<file path="src/rtl/run_ctrl_pkg.sv">
// run_ctrl_pkg -- shared types and defaults for the run controller.
//
// Contents:
//   PC_W_DEF, CNT_W_DEF : default program-counter and instruction-counter widths
//   runState_t          : controller state encoding (IDLE, LOAD, RUN, DONE)
package run_ctrl_pkg;

    localparam int PC_W_DEF  = 8;
    localparam int CNT_W_DEF = 16;

    typedef enum logic [1:0] {
        IDLE = 2'd0,
        LOAD = 2'd1,
        RUN  = 2'd2,
        DONE = 2'd3
    } runState_t;

endpackage

</file>
<file path="src/rtl/run_ctrl_sat_counter.sv">
// sat_counter -- W-bit up counter that sticks at all-ones.
//
// Ports:
//   CLK    in   clock, rising edge
//   Reset  in   asynchronous active-high reset, clears Count
//   Clear  in   synchronous clear (wins over Enable)
//   Enable in   increment by one this edge unless already at all-ones
//   Count  out  current count
//   AtMax  out  Count is all-ones
module sat_counter #(
    parameter int W = 16
) (
    input  logic         CLK,
    input  logic         Reset,
    input  logic         Clear,
    input  logic         Enable,
    output logic [W-1:0] Count,
    output logic         AtMax
);

    assign AtMax = &Count;

    always_ff @(posedge CLK or posedge Reset) begin
        if (Reset) begin
            Count <= '0;
        end else if (Clear) begin
            Count <= '0;
        end else if (Enable && !AtMax) begin
            Count <= Count + W'(1);
        end
    end

endmodule

</file>
<file path="src/rtl/run_ctrl.sv">
// run_ctrl -- start/stop controller for a small core.
//
// A Start level moves the block to LOAD (PC load strobe with the captured
// entry address); releasing Start lets the core run. Every unstalled RUN
// cycle retires one instruction. The run ends on a retired Halt (Timeout=0)
// or on hitting the retire budget / counter saturation (Timeout=1). Done and
// Timeout are sticky until the next Start.
//
// Ports:
//   CLK         in   clock, rising edge
//   Reset       in   asynchronous active-high reset
//   Start       in   level, (re)start request; held high keeps LOAD
//   Start_Addr  in   entry address, captured on every edge with Start=1
//   Halt        in   halt decoded at current PC (used only on a RUN retire)
//   Stall       in   core stalled; no retire this cycle
//   Budget      in   retire limit, 0 = unlimited
//   Run         out  core enable (state RUN)
//   PCLoad      out  PC load strobe (state LOAD)
//   PCLoadAddr  out  captured Start_Addr
//   Done        out  run finished (sticky)
//   Timeout     out  run ended by budget/saturation rather than Halt
//   InstrCount  out  retired instructions of current/last run
//   StateDbg    out  current FSM state encoding
//
// All outputs come straight from registers; no input reaches an output
// combinationally.
module run_ctrl
    import run_ctrl_pkg::*;
#(
    parameter int PC_W        = PC_W_DEF,
    parameter int CNT_W       = CNT_W_DEF,
    parameter bit DONE_ON_SAT = 1'b1
) (
    input  logic             CLK,
    input  logic             Reset,
    input  logic             Start,
    input  logic [PC_W-1:0]  Start_Addr,
    input  logic             Halt,
    input  logic             Stall,
    input  logic [CNT_W-1:0] Budget,
    output logic             Run,
    output logic             PCLoad,
    output logic [PC_W-1:0]  PCLoadAddr,
    output logic             Done,
    output logic             Timeout,
    output logic [CNT_W-1:0] InstrCount,
    output logic [1:0]       StateDbg
);

    runState_t        state, stateNext;
    logic             doneReg, doneNext;
    logic             timeoutReg, timeoutNext;
    logic [PC_W-1:0]  addrReg, addrNext;
    logic             cntClear, cntEnable;
    logic             cntAtMax;
    logic [CNT_W-1:0] countNext;
    logic             budgetHit, satHit;

    sat_counter #(.W(CNT_W)) u_count (
        .CLK    (CLK),
        .Reset  (Reset),
        .Clear  (cntClear),
        .Enable (cntEnable),
        .Count  (InstrCount),
        .AtMax  (cntAtMax)
    );

    // Count value after this retire, already saturated, so the comparisons
    // below never see a wrapped value.
    assign countNext = cntAtMax ? InstrCount : InstrCount + CNT_W'(1);

    // "<=" covers both the exact hit and a budget lowered below the count.
    assign budgetHit = (Budget != '0) && (Budget <= countNext);
    assign satHit    = DONE_ON_SAT && (Budget == '0) && (&countNext);

    always_ff @(posedge CLK or posedge Reset) begin
        if (Reset) begin
            state      <= IDLE;
            doneReg    <= 1'b0;
            timeoutReg <= 1'b0;
            addrReg    <= '0;
        end else begin
            state      <= stateNext;
            doneReg    <= doneNext;
            timeoutReg <= timeoutNext;
            addrReg    <= addrNext;
        end
    end

    always_comb begin
        stateNext   = state;
        doneNext    = doneReg;
        timeoutNext = timeoutReg;
        addrNext    = addrReg;
        cntClear    = 1'b0;
        cntEnable   = 1'b0;

        // Start overrides everything else at this edge, including a Halt or
        // budget hit that would otherwise end the run.
        if (Start) begin
            stateNext   = LOAD;
            doneNext    = 1'b0;
            timeoutNext = 1'b0;
            addrNext    = Start_Addr;
            cntClear    = 1'b1;
        end else begin
            case (state)
                IDLE: stateNext = IDLE;
                LOAD: stateNext = RUN;
                RUN: begin
                    if (!Stall) begin
                        cntEnable = 1'b1;
                        if (Halt) begin
                            stateNext   = DONE;
                            doneNext    = 1'b1;
                            timeoutNext = 1'b0;
                        end else if (budgetHit || satHit) begin
                            stateNext   = DONE;
                            doneNext    = 1'b1;
                            timeoutNext = 1'b1;
                        end
                    end
                end
                DONE:    stateNext = DONE;
                default: stateNext = IDLE;
            endcase
        end
    end

    assign Run        = (state == RUN);
    assign PCLoad     = (state == LOAD);
    assign PCLoadAddr = addrReg;
    assign Done       = doneReg;
    assign Timeout    = timeoutReg;
    assign StateDbg   = state;

endmodule

</file>
<file path="config.mk">
export PLATFORM = sky130hd
export DESIGN_NAME = run_ctrl
export DESIGN_NICKNAME = d
export VERILOG_FILES = /design/src/rtl/run_ctrl_pkg.sv /design/src/rtl/run_ctrl_sat_counter.sv /design/src/rtl/run_ctrl.sv
export SDC_FILE = /design/constraint.sdc
export NUM_CORES = 1
export LEC_CHECK = 0
export ABC_AREA = 0
export CELL_PAD_IN_SITES_DETAIL_PLACEMENT = 0
export CELL_PAD_IN_SITES_GLOBAL_PLACEMENT = 1
export CORE_MARGIN = 1
export CORE_UTILIZATION = 37
export CTS_CLUSTER_DIAMETER = 100
export DETAILED_ROUTE_END_ITERATION = 12
export PLACE_DENSITY = 0.85
export RECOVER_POWER = 50
export SKIP_CTS_REPAIR_TIMING = 1
export SYNTH_ARGS = -nofsm -noshare
export SYNTH_HDL_FRONTEND = slang
export SYNTH_HIERARCHICAL = 1
export SYNTH_SLANG_ARGS = --single-unit
</file>
<file path="constraint.sdc">
create_clock -name CLK -period 5.19 [get_ports CLK]
set_input_delay 1.557 -clock CLK [delete_from_list [all_inputs] [get_ports CLK]]
set_output_delay 1.557 -clock CLK [all_outputs]
set_load 0.01 [all_outputs]
</file>
* Word-level counts from Yosys, hierarchy flattened
Index checks and enable logic that the tools add are counted.
** Storage, ports and cells
- Register bits after elaboration :: 28
- Latch bits :: 0
- Memory bits (writable) :: 0
- ROM bits :: 0
- Bits of input ports :: 29
- Word-level logic and storage cells :: 49
- Memories :: 0
** Cells by class
- $add $sub $neg :: 1
- Multiply operators :: 0
- Div/mod/pow operators :: 0
- Magnitude comparators :: 1
- Equal/unequal tests :: 6
- Shifts and indexed selects :: 0
- Multiplexer cells :: 21
- Bitwise gates (word level) :: 0
- Reductions and logical operators :: 15
** Operators with widths (count)
- two-way mux 16 bit :: 3
- AND reduction 16 bit :: 2
- adder 16 x 1 -> 16 bit (second input constant) :: 1
- less-or-equal comparator 16 bit :: 1
- zero test 16 bit :: 1
- nonzero test 16 bit :: 1
- two-way mux 1 bit :: 13
- two-way mux 2 bit :: 4
- case mux 2 bit (4 select lines) :: 1
- == test 2 bit (second input constant) :: 2
- inequality test 4 x 3 -> 1 bit (second input constant) :: 1
- nonzero test 2 bit :: 2
- logical AND 1 bit :: 3
- inequality test 3 bit (second input constant) :: 1
- AND reduction 3 bit :: 1
- nonzero test 3 bit :: 1
- == test 2 x 1 -> 1 bit (second input constant) :: 1
- zero test 2 bit :: 1
- inequality test 2 bit (second input constant) :: 1
- AND reduction 2 bit :: 1
- zero test 1 bit :: 1
- logical OR 1 bit :: 1

* Longest topological paths before layout
- Word-level depth :: 10
- Mapped depth :: 18
- Depth with buffers taken out :: 16

* By module
Netlist, hierarchy kept.
** Modules (own cells, without submodules)
- run_ctrl :: times used 1, cells an instance 162, area each 1392.6 sq um
- sat_counter :: times used 1, cells an instance 96, area each 959.7 sq um

* Worst setup path after synthesis
Ideal clock, no wire load.
- Path kind :: register -> register
- Start point :: reg u_count.Count[0]
- End point :: reg timeoutReg (netlist: Timeout)
- Setup time :: 0.099 ns
- Arrival :: 3.921 ns
- Required time :: 5.091 ns
- Path slack :: 1.170 ns
- Cell stages (with the launch flop) :: 18
- Buffers on the path :: 2
- Cell sequence :: dfrtp_1 ha_1 nand4_2 nor4_1 buf_6 and4b_2 and3_1 buf_2 nand2_1 nor2_1 nand4_1 xor2_1 ha_1 nand4_1 or4_1 o31ai_1 a21oi_1 a311oi_1
** Between the ends
- Cells in the longest elaborated chain, start to end :: 7
- Elaborated cells on any way between the ends :: 10
- Classes of those cells :: add/sub (1); order compare (1); mux (1); reduce/logical (7)
** RTL lines
- start: declaration :: RTL line run_ctrl_sat_counter.sv:17 : output logic [W-1:0] Count,
- start signal: assignment :: RTL line run_ctrl_sat_counter.sv:29 : Count <= Count + W'(1);
- AND reduction 16 bit (*) :: RTL line run_ctrl_sat_counter.sv:21 : assign AtMax = &Count;
- named net cntAtMax :: RTL line run_ctrl.sv:55 : logic cntAtMax;
- two-way mux 16 bit (*) :: RTL line run_ctrl.sv:70 : assign countNext = cntAtMax ? InstrCount : InstrCount + CNT_W'(1);
- less-or-equal comparator 16 bit or AND reduction 16 bit (tied branches) :: RTL line run_ctrl.sv:73, run_ctrl.sv:74
- logical AND 1 bit, on equally long branches :: RTL line run_ctrl.sv:73, run_ctrl.sv:74
- logical OR 1 bit (*) :: RTL line run_ctrl.sv:117 : end else if (budgetHit || satHit) begin
- nonzero test 3 bit (no line) (*)
- AND reduction 3 bit (no line) (*)
- end signal: assignment :: RTL line run_ctrl.sv:85 : timeoutReg <= timeoutNext;
- end: declaration :: RTL line run_ctrl.sv:52 : logic timeoutReg, timeoutNext;
Mark *: on every way through the listed nets, which the timed path passes. The rest lies on a longest branch.
A chain may end at the register's enable or synchronous reset.

* Worst setup path in the final report
- Start point :: in Start
- End point :: reg u_count.Count[14]
** Between the ends
- Cells in the longest elaborated chain, start to end :: 3
- Elaborated cells on any way between the ends :: 5
- Classes of those cells :: mux (3); reduce/logical (2)
** RTL lines
- start: declaration :: RTL line run_ctrl.sv:36 : input logic Start,
- two-way mux 1 bit :: RTL line run_ctrl.sv:100 : if (Start) begin
- named net cntEnable :: RTL line run_ctrl.sv:54 : logic cntClear, cntEnable;
- logical AND 1 bit :: RTL line run_ctrl_sat_counter.sv:28 : end else if (Enable && !AtMax) begin
- nonzero test 2 bit (no line)
The timed path passes the listed nets, and every way through them passes these cells.

==> metrics <==
status=finished, final reports clean; worst reg2reg path startpoint=u_count/Count[0]; clock sinks=28; P_leak=1.17 nW; placed wire-length estimate=4610 um; DR DRC count=0; area delta synth->final=30.3%; unrepaired setup endpoints after global routing=no; power share of the clock group=35.2%; EDFF count, synth=0; vias in the first global route=2,013; cell count after synthesis=258; setup violators final=0; share of cells above drive strength 1=8.89%; clock latency on the worst-skew pair=280 ps; Synth area leaders=dfrtp_1, ha_1, mux2_2; CP startpoint=Start; Async SR Flop Fraction=100%; Die Span Y=81.7 um; Relative slew margins=0.458%; largest family of logic cells by synthesized area=simple AND/OR/NAND/NOR gates; Synth Area in Simple Gates=29.7%; Syn Area/Cell=9.12 sq um; clk buf depth=2; sequential area share after synthesis=29.8%; IO buf count=58; Initial DRC Count=106; H-tree levels=1; die area=6680 sq um; Routed WL per cell=15.6 um; CP max FO=32; Vias=2,178; initial antenna violation count=0; clock skew=10.3 ps; Pre-antenna DRT Iters=4; worst reg2reg path depth=16; DRT Wirelength=6100 um; num ports=59; R2R Setup Slk=1000 ps; gr usage total=18.9%; Synth Area in Adders=9.57%; Max Freq=235 MHz; NetSw=0.000113 W; Hold WC Path Type=flip-flop to flip-flop; # diodes=0; core area=6030 sq um; largest net degree at the start of global routing=33; DR vias/cell=5.58; crit path to=u_count/Count[14]; # fillers=577; distinct cell type count after synthesis=56; Synth area leader=dfrtp_1; Layout Nets=363; xor/xnor share of the synthesized area=7.07%; Pwr Density=161 nW/um^2; Tcrit/Tclk final=82.0%; top-area cell type share of the netlist area=29.8%; CP Launch Type=input pin; Yosys reg bits=28; total grt overflow=0; Syn Nets=305; CTS tree=done; Final Hold Viols=0; Initial Util=39.0%; Inserted Clock Buffers=3; Die Wd=81.7 um; Crit path required time=5370 ps; combinational power share=17.7%; Seq pwr share=47.1%; number of max-cap violations=0; mux contribution to synthesized area=5.64%; peak supply drop=0.107 mV; Synth Cell Area=2350 sq um; Worst Setup End Kind=flip-flop; critical path class=input pin to flip-flop; RR Endpoint=Timeout; Rows=28; antenna viol nets, final=0; Synth Area in Compound Gates=14.3%; final setup TNS=0 ps; ys flop type=dfrtp_1; total power=0.000493 W; Least-Margin Pin Slew=1490 ps; Ys Warns=6; Tmin final=4260 ps; Slew Viols, Final=0; Net Sw Frac=22.9%; worst path arrival time=4440 ps; Root Buffer Master=clkbuf_8; first-pass GRT wire length=9830 um; P_int=0.000380 W; GPL Wtd Cong=0.830; Clock transition at path regs=100 ps
==> through the flow <==
step / hold WS, ps / instance area (sq um) / utilization, % / cells / setup WS [ps]
CTS: 524 / 3070 / 50.9 / 390 / 1040
global placement: 489 / 3000 / 49.8 / 386 / 1230
floorplan: 551 / 2350 / - / 258 / 1170
detailed placement: 499 / 3000 / 49.8 / 386 / 1070
global route: 530 / 3070 / 50.9 / 390 / 656
finish: 516 / 3070 / 50.9 / 390 / 935
==> how the worst min path moves through the flow <==
stage,end,from,slack (ps),cells past startpoint
2_1_floorplan,PCLoadAddr[1],PCLoadAddr[1],550,1
3_3_place_gp,PCLoadAddr[0],PCLoadAddr[0],490,1
3_5_place_dp,PCLoadAddr[6],PCLoadAddr[6],500,1
4_1_cts,PCLoadAddr[6],PCLoadAddr[6],520,1
5_1_grt,PCLoadAddr[6],PCLoadAddr[6],530,1
6_report,PCLoadAddr[6],PCLoadAddr[6],520,1
==> power groups by stage <==
stage	Clock, W	Combinational, W	Sequential (W)
after global routing	0.000186	0.0000960	0.000234
after global placement	0	0.0000894	0.000236
after floorplan	0	0.0000334	0.000240
after detailed placement	0	0.0000902	0.000237
final	0.000173	0.0000872	0.000232
after CTS	0.000178	0.0000907	0.000232
==> layout by cell type (no fill, tap or decap), types with 2 or more instances in the layout <==
| cell type | synthesis | layout |
|---|---|---|
| or4_1 | 5 | 5 |
| inv_1 | 11 | 11 |
| clkdlybuf4s50_1 | 0 | 50 |
| o21ai_0 | 6 | 6 |
| nand4b_1 | 4 | 4 |
| a211oi_1 | 4 | 4 |
| nor4_1 | 8 | 8 |
| a21oi_1 | 17 | 17 |
| nor3_1 | 7 | 7 |
| ha_1 | 18 | 18 |
| nand2b_1 | 3 | 3 |
| nand2_1 | 19 | 19 |
| o31ai_1 | 4 | 4 |
| dfrtp_1 | 28 | 28 |
| nor2b_1 | 5 | 5 |
| nor2_1 | 23 | 23 |
| buf_4 | 1 | 2 |
| nand3_1 | 9 | 9 |
| and4_1 | 3 | 3 |
| xor2_1 | 10 | 10 |
| mux2i_1 | 2 | 2 |
| nand4_4 | 2 | 2 |
| clkbuf_8 | 0 | 3 |
| a31oi_1 | 2 | 2 |
| a311oi_1 | 3 | 3 |
| or3_2 | 3 | 3 |
| and3_1 | 3 | 3 |
| nand4_1 | 9 | 9 |
| dlygate4sd3_1 | 0 | 8 |
| xnor2_1 | 9 | 9 |
| mux2_2 | 10 | 10 |
==> layout make-up <==
class	instances	area [sq um]	share of cell area (%)
flip-flops and latches	28	701	22.9
well taps	75	93.8	3.06
repair buffers	61	599	19.6
clock inverters	1	30.0	0.980
inverters	11	41.3	1.35
clock buffers	3	41.3	1.35
multi-input cells	211	1560	50.9
==> cells in the mapped netlist, drive strengths merged (2+ instances only) <==
cell     number
mux2         10
nand3         9
nand2b        3
nor3          7
and4b         2
nand4        12
a211oi        4
a21oi        17
and3          3
or3           3
inv          11
xnor2         9
a31oi         2
nand4b        5
nor2         23
and4          4
o21ai         7
o31ai         4
or4           5
mux2i         2
buf           5
clkbuf        2
dfrtp        28
ha           18
nand2        19
nor4          8
nor2b         5
a2111oi       2
a311oi        3
xor2         10
==> layer usage <==
layer  GRT usage, %  vias up  wire (um)
met2           30.4       53       2820
met5              0        -          0
met4           5.26        0         87
met1           26.8     1024       2910
li1               -     1093          -
met3           2.00        8        281
==> flip-flops by register name (all words and copies together) (netlist names) <==
| name | cells |
|---|---|
| Timeout | 1 |
| u_count/Count | 16 |
| Done | 1 |
| PCLoadAddr | 8 |
| StateDbg | 2 |
==> cell families after synthesis <==
kind of cell,after synthesis
adders and majority gates,18
DFF,28
AOI/OAI and AO/OA,48
buffers and inverters,19
muxes,12
xor gates and xnor gates,19
and+or+nand+nor,114
==> critical path, stage by stage <==
cell and delay, ps:
dlygate4sd3_1 530, clkbuf_1 580, nor3_1 500, buf_4 220, nand4_1 220, nor4_1 520
nor2_1 80, a211oi_1 210
No activity file was read; power rests on OpenSTA's default activity.
